<file path="src/rtl/psum_collector_pkg.sv">
// Shared definitions for the partial-sum collector: FSM state encodings
// and error-register bit positions.
package psum_collector_pkg;

    typedef enum logic [1:0] {
        ST_IDLE  = 2'd0,
        ST_ACC   = 2'd1,
        ST_DRAIN = 2'd2
    } state_e;

    localparam int ERR_PARTIAL_VAL = 0;  // i_psum_val neither all-0 nor all-1
    localparam int ERR_FIFO_DROP   = 1;  // pixel pushed into a full FIFO
    localparam int ERR_VAL_OUTSIDE = 2;  // psum valid seen outside ACC
    localparam int ERR_START_BUSY  = 3;  // start pulse while a job runs
    localparam int ERR_SAT         = 4;  // accumulator clamped
    localparam int ERR_USED_BITS   = 5;

endpackage

</file>
<file path="src/rtl/psum_collector_fifo.sv">
// psum_fifo: synchronous FIFO, parameterized width and power-of-2 depth.
// A push into a full FIFO is taken only when a pop happens in the same
// cycle. The head word comes straight from the storage array and reads
// as zero while the FIFO is empty.
module psum_fifo #(
    parameter int WIDTH = 32,
    parameter int DEPTH = 4
) (
    input  logic             clk,
    input  logic             rst_n,
    input  logic             push_i,
    input  logic [WIDTH-1:0] data_i,
    input  logic             pop_i,
    output logic [WIDTH-1:0] data_o,
    output logic             full_o,
    output logic             empty_o
);

    localparam int PW = $clog2(DEPTH);

    logic [WIDTH-1:0] mem_q [DEPTH];
    logic [PW:0]      wr_q, rd_q;
    logic             do_push, do_pop;

    assign empty_o = (wr_q == rd_q);
    assign full_o  = (wr_q[PW] != rd_q[PW]) && (wr_q[PW-1:0] == rd_q[PW-1:0]);
    assign do_pop  = pop_i && !empty_o;
    assign do_push = push_i && (!full_o || do_pop);
    assign data_o  = empty_o ? '0 : mem_q[rd_q[PW-1:0]];

    // Pointer update; the extra MSB separates full from empty.
    always_ff @(posedge clk or negedge rst_n) begin
        if (!rst_n) begin
            wr_q <= '0;
            rd_q <= '0;
        end else begin
            if (do_push) wr_q <= wr_q + 1'b1;
            if (do_pop)  rd_q <= rd_q + 1'b1;
        end
    end

    // Storage write; contents are masked by empty_o so no reset is needed.
    always_ff @(posedge clk) begin
        if (do_push) mem_q[wr_q[PW-1:0]] <= data_i;
    end

endmodule

</file>
<file path="src/rtl/psum_collector.sv">
// psum_collector: sums NUM_KERNEL lanes of signed PE partial sums over
// num_pass channel-group beats per pixel, buffers finished pixels in a
// small FIFO and tracks protocol errors in a sticky register.
// Optional feature: define PSUM_COLLECTOR_SAT_EN to saturate the
// accumulators instead of wrapping (clamps flag error bit 4).
module psum_collector
    import psum_collector_pkg::*;
#(
    parameter int BIT_WIDTH  = 8,
    parameter int NUM_KERNEL = 4,
    parameter int ACC_WIDTH  = 32,
    parameter int FIFO_DEPTH = 4,
    parameter int REG_WIDTH  = 32
) (
    input  logic                            clk,
    input  logic                            rst,
    input  logic                            i_start,
    input  logic [7:0]                      i_cfg_num_pass,
    input  logic [15:0]                     i_cfg_num_pix,
    input  logic [BIT_WIDTH*NUM_KERNEL-1:0] i_psum,
    input  logic [NUM_KERNEL-1:0]           i_psum_val,
    output logic [ACC_WIDTH*NUM_KERNEL-1:0] o_data,
    output logic                            o_data_val,
    input  logic                            i_data_rdy,
    output logic                            o_busy,
    output logic                            o_done,
    output logic [REG_WIDTH-1:0]            err_psum_val
);

    localparam int AW = ACC_WIDTH;

    state_e                  state_q, state_d;
    logic [7:0]              num_pass_q, num_pass_d, pass_q, pass_d;
    logic [15:0]             num_pix_q, num_pix_d, pix_q, pix_d;
    logic signed [AW-1:0]    acc_q [NUM_KERNEL];
    logic signed [AW-1:0]    acc_d [NUM_KERNEL];
    logic signed [BIT_WIDTH-1:0] lane_w [NUM_KERNEL];
    logic signed [AW:0]      sum_w  [NUM_KERNEL];
    logic [REG_WIDTH-1:0]    err_q, err_d;
    logic [AW*NUM_KERNEL-1:0] push_data;
    logic                    push_req, pop, fifo_full, fifo_empty;
    logic                    beat, partial, sat_hit, last_pass;

    function automatic logic ovf(input logic signed [AW:0] s);
        return s[AW] ^ s[AW-1];
    endfunction

    function automatic logic signed [AW-1:0] fit(input logic signed [AW:0] s);
`ifdef PSUM_COLLECTOR_SAT_EN
        if (ovf(s)) return s[AW] ? {1'b1, {(AW-1){1'b0}}} : {1'b0, {(AW-1){1'b1}}};
`endif
        return s[AW-1:0];
    endfunction

    assign o_data_val = !fifo_empty;
    assign pop        = o_data_val && i_data_rdy;
    assign o_busy     = (state_q != ST_IDLE);
    assign beat       = (state_q == ST_ACC) && (&i_psum_val);
    assign partial    = (|i_psum_val) && !(&i_psum_val);
    assign last_pass  = (pass_q == num_pass_q - 8'd1);
    assign err_psum_val = err_q;

    // Per-lane sum with one guard bit, used for both wrap and clamp.
    always_comb begin
        sat_hit = 1'b0;
        for (int k = 0; k < NUM_KERNEL; k++) begin
            lane_w[k] = i_psum[k*BIT_WIDTH +: BIT_WIDTH];
            sum_w[k]  = (AW+1)'(acc_q[k]) + (AW+1)'(lane_w[k]);
`ifdef PSUM_COLLECTOR_SAT_EN
            if (beat && ovf(sum_w[k])) sat_hit = 1'b1;
`endif
        end
    end

    // Next-state, datapath and error logic.
    always_comb begin
        state_d    = state_q;
        num_pass_d = num_pass_q;
        num_pix_d  = num_pix_q;
        pass_d     = pass_q;
        pix_d      = pix_q;
        acc_d      = acc_q;
        err_d      = err_q;
        push_req   = 1'b0;
        push_data  = '0;
        o_done     = 1'b0;
        case (state_q)
            ST_IDLE: begin
                if (i_start) begin
                    num_pass_d = (i_cfg_num_pass == 8'd0) ? 8'd1 : i_cfg_num_pass;
                    num_pix_d  = i_cfg_num_pix;
                    pass_d     = '0;
                    pix_d      = '0;
                    state_d    = (i_cfg_num_pix == 16'd0) ? ST_DRAIN : ST_ACC;
                end
            end
            ST_ACC: begin
                if (beat) begin
                    for (int k = 0; k < NUM_KERNEL; k++) begin
                        if (last_pass) begin
                            push_data[k*AW +: AW] = fit(sum_w[k]);
                            acc_d[k] = '0;
                        end else begin
                            acc_d[k] = fit(sum_w[k]);
                        end
                    end
                    if (last_pass) begin
                        push_req = 1'b1;
                        pass_d   = '0;
                        pix_d    = pix_q + 16'd1;
                        if (pix_q == num_pix_q - 16'd1) state_d = ST_DRAIN;
                    end else begin
                        pass_d = pass_q + 8'd1;
                    end
                end
            end
            ST_DRAIN: begin
                if (fifo_empty) begin
                    state_d = ST_IDLE;
                    o_done  = 1'b1;
                end
            end
            default: state_d = ST_IDLE;
        endcase
        if (partial)                              err_d[ERR_PARTIAL_VAL] = 1'b1;
        if (push_req && fifo_full && !pop)        err_d[ERR_FIFO_DROP]   = 1'b1;
        if ((|i_psum_val) && state_q != ST_ACC)   err_d[ERR_VAL_OUTSIDE] = 1'b1;
        if (i_start && o_busy)                    err_d[ERR_START_BUSY]  = 1'b1;
        if (sat_hit)                              err_d[ERR_SAT]         = 1'b1;
    end

    // Control and accumulator registers.
    always_ff @(posedge clk or negedge rst) begin
        if (!rst) begin
            state_q    <= ST_IDLE;
            num_pass_q <= 8'd1;
            num_pix_q  <= '0;
            pass_q     <= '0;
            pix_q      <= '0;
            err_q      <= '0;
            for (int k = 0; k < NUM_KERNEL; k++) acc_q[k] <= '0;
        end else begin
            state_q    <= state_d;
            num_pass_q <= num_pass_d;
            num_pix_q  <= num_pix_d;
            pass_q     <= pass_d;
            pix_q      <= pix_d;
            err_q      <= err_d;
            acc_q      <= acc_d;
        end
    end

    psum_fifo #(
        .WIDTH (AW*NUM_KERNEL),
        .DEPTH (FIFO_DEPTH)
    ) u_fifo (
        .clk     (clk),
        .rst_n   (rst),
        .push_i  (push_req),
        .data_i  (push_data),
        .pop_i   (pop),
        .data_o  (o_data),
        .full_o  (fifo_full),
        .empty_o (fifo_empty)
    );

endmodule

</file>
<file path="config.mk">
export PLATFORM = sky130hd
export DESIGN_NAME = psum_collector
export DESIGN_NICKNAME = d
export VERILOG_FILES = /design/src/rtl/psum_collector_pkg.sv /design/src/rtl/psum_collector_fifo.sv /design/src/rtl/psum_collector.sv
export SDC_FILE = /design/constraint.sdc
export NUM_CORES = 1
export LEC_CHECK = 0
export CORE_ASPECT_RATIO = 0.5
export CORE_UTILIZATION = 39
export CTS_CLUSTER_SIZE = 12
export DETAILED_ROUTE_END_ITERATION = 12
export PLACE_DENSITY = 0.62
export SYNTH_ARGS = -nofsm -noshare
export SYNTH_HDL_FRONTEND = slang
export SYNTH_SLANG_ARGS = --single-unit
export TNS_END_PERCENT = 5
</file>
<file path="constraint.sdc">
create_clock -name clk -period 6.2 [get_ports clk]
set_input_delay 0.93 -clock clk [delete_from_list [all_inputs] [get_ports clk]]
set_output_delay 0.93 -clock clk [all_outputs]
set_load 0.02 [all_outputs]
</file>
==> run_results.csv <==
group,metric,value,unit
run_status,outcome,"complete, no violations",
critical_path,critPathKind,"reg2out",
place,postPlaceCellArea,37600,um2
timing,fmax,200,MHz
detailed_routing,routed_wl,78.9,mm
detailed_routing,num_vias,21700,
synth,synth_seq_cells,700,
critical_path,worstSetupStartpoint,"u_fifo.rd_q[1]",
clock_network,cts-buffers-inserted,72,
synth,seq_area_frac_synth,0.585,
floorplanning,io_pins,227,
detailed_routing,routedWlPerCell,19.5,um
critical_path,arrival,4060,ps
synth,mappedNetlistArea,34300,um2
cells_and_area,final_common_cell,"edfxtp_1",
clock_network,cts.sinks,700,
synth,synth-edff-count,512,
min_path,hp-class,"in2async",
clock_network,cts_tree,"yes",
critical_path,r2r-end,"u_fifo.mem_q[0][77]",
synth,syn_inst,2633,
detailed_routing,drtIter0Drc,1264,
run,drv_cap,0,
clock_network,clk_latency,640,ps
clock_network,clockBufferDepth,3,
critical_path,required,5270,ps
synth,synth_ff_type,"edfxtp_1",
floorplanning,rows,76,
critical_path,cp_max_fo,67,
critical_path,endpoint,"o_data[60]",
timing,slew_viol_final,0,
clock_network,clk_pin_slew,60,ps
floorplanning,die_area,89300,um2
grt,grt_max_degree,112,
clock_network,root_buffer,"clkbuf_16",
pwr,p_leak,15.8,nW
timing,post-route-min-period,4990,ps
place,gp_congestion,0.891,
floorplanning,die_h,212,um
synth,ys_types,71,
timing,hold_violations,0,
pwr,cellPowerDensity,419,nW/um2
place,io_buffer_count,198,
timing,rsz0062_at_grt,"false",
cells_and_area,num-nets-final,3023,
cells_and_area,final_cell_mix,"edfxtp_1 (512), nor2_1 (224), nand2_1 (209)",
synth,synth.avg_cell_area,13.0,um2
cells_and_area,num-fill-cells,7673,
grt,grt_use_total,0.177,
timing,hold_ws,428,ps
clock_network,cts_resized,0,
critical_path,ff2ff_setup_slack,1630,ps
grt,grt_overflow_total,0,
detailed_routing,ant_nets,0,
grt,grt_pass1_vias,22000,
timing,fin_crit_sh,0.805,
timing,tightest_slew,1150,ps
place,dp_hpwl,50.8,mm
timing,setup-tns-final,0,ps
grt,grt_antenna_before_repair,1,
synth,ys_warn_count,0,
floorplanning,start_util,0.396,
floorplanning,die_w,422,um
cells_and_area,design_area,39900,um2
cells_and_area,drive_above_1_share,0.105,
pwr,power.total,16.7,mW
clock_network,htreeDepth,3,
floorplanning,fp.coreArea,86600,um2
critical_path,crit_path_start_kind,"flop",
critical_path,worst_r2r_path_depth,11,
detailed_routing,viasPerCell,5.35,
clock_network,cts_hold_buf,0,
pwr,vdd_drop_max,227,uV
cells_and_area,syn2layout_area_growth,16.1,%
critical_path,r2r-start,"num_pass_q[0]",
timing,setup_violations,0,
detailed_routing,firstDrtPassIters,5,
synth,ys_async_sr_fraction,0.269,
timing,skew,24.7,ps
timing,slew_headroom,0.230,
grt,grt_pass1_wl,125,mm
critical_path,cp-end-kind,"primary output",
clock_network,post_cts_buffers,0,
detailed_routing,drc,0,
## worst max-delay path: stages (launching register included)
cell and delay [ps]:
dfrtp_4 420, buf_4 820, buf_4 920, mux4_2 430, and2_1 190, clkdlybuf4s50_1 620
## layer usage
layer  track usage  vias to the layer above  part of all wire
met1         0.242                    11000              0.46
met2         0.299                      402              0.48
met5             0                        -                 0
met4        0.0367                        0             0.016
li1              -                    10200                 -
met3        0.0292                       88             0.037
## how the worst min path moves through the flow
stage / from / to / slack, ps
final: rst / num_pass_q[4] / 430
after global routing: rst / num_pass_q[4] / 490
after CTS: err_psum_val[3] / err_psum_val[3] / 460
after detailed placement: err_psum_val[3] / err_psum_val[3] / 440
after global placement: err_psum_val[3] / err_psum_val[3] / 440
after floorplan: acc_q[100] / acc_q[100] / 450
## power by group
| group | switching [mW] | internal, mW | leakage (nW) |
|---|---|---|---|
| combinational | 3.70 | 2.88 | 6.75 |
| sequential | 0.419 | 5.46 | 7.99 |
| clock | 1.82 | 2.42 | 1.09 |
## synthesized netlist by cell type, types with 23 or more instances
master      n  area share
o31ai_1    50       0.011
mux2_2     23      0.0075
dfrtp_1   187        0.14
edfxtp_1  512        0.45
buf_4      29      0.0063
a21o_1     73       0.016
ha_1      133       0.048
nand2_1   211       0.023
nor2_1    225       0.025
and2_1    148       0.027
xor2_1     85       0.022
xnor2_1    88       0.022
clkbuf_1   99       0.011
nand3_1    41      0.0060
o21ai_0   158       0.023
inv_1      45      0.0049
o21a_1     24      0.0052
mux4_2    128       0.084
a21oi_1    91       0.013
## final cells by class
type	count	area, um2	share of cell area
sequential	700	20100	0.504
multi-input combinational	1772	13600	0.340
timing repair buffer	231	2320	0.0582
clock buffer	116	2060	0.0517
tap	1170	1460	0.0367
clock inverter	17	204	0.00511
inverter	45	170	0.00427
antenna	1	2.50	0.0000628
## cell families after synthesis
group	synth area share
AOI/OAI and AO/OA	0.0974
xor gates and xnor gates	0.0441
adders and majority gates	0.0508
buffers and inverters	0.0240
DFF	0.585
muxes	0.0924
other	0.000109
and+or+nand+nor	0.107
## sequential cells by signal, indices dropped and copies added (netlist names)
register and cells:
u_fifo.mem_q 512, u_fifo.wr_q 3, err_psum_val 4, num_pix_q 16
state_q 2, pass_q 8, num_pass_q 8, u_fifo.rd_q 3
acc_q 128, pix_q 16
## stage by stage
stage	instances	setup slack, ps	utilization
after floorplan	2660	341	-
final	4052	1210	0.460
after global routing	4051	999	0.460
after global placement	3918	1260	0.434
after CTS	4051	1060	0.460
after detailed placement	3918	1240	0.434
(Power assumes the default switching activity.)
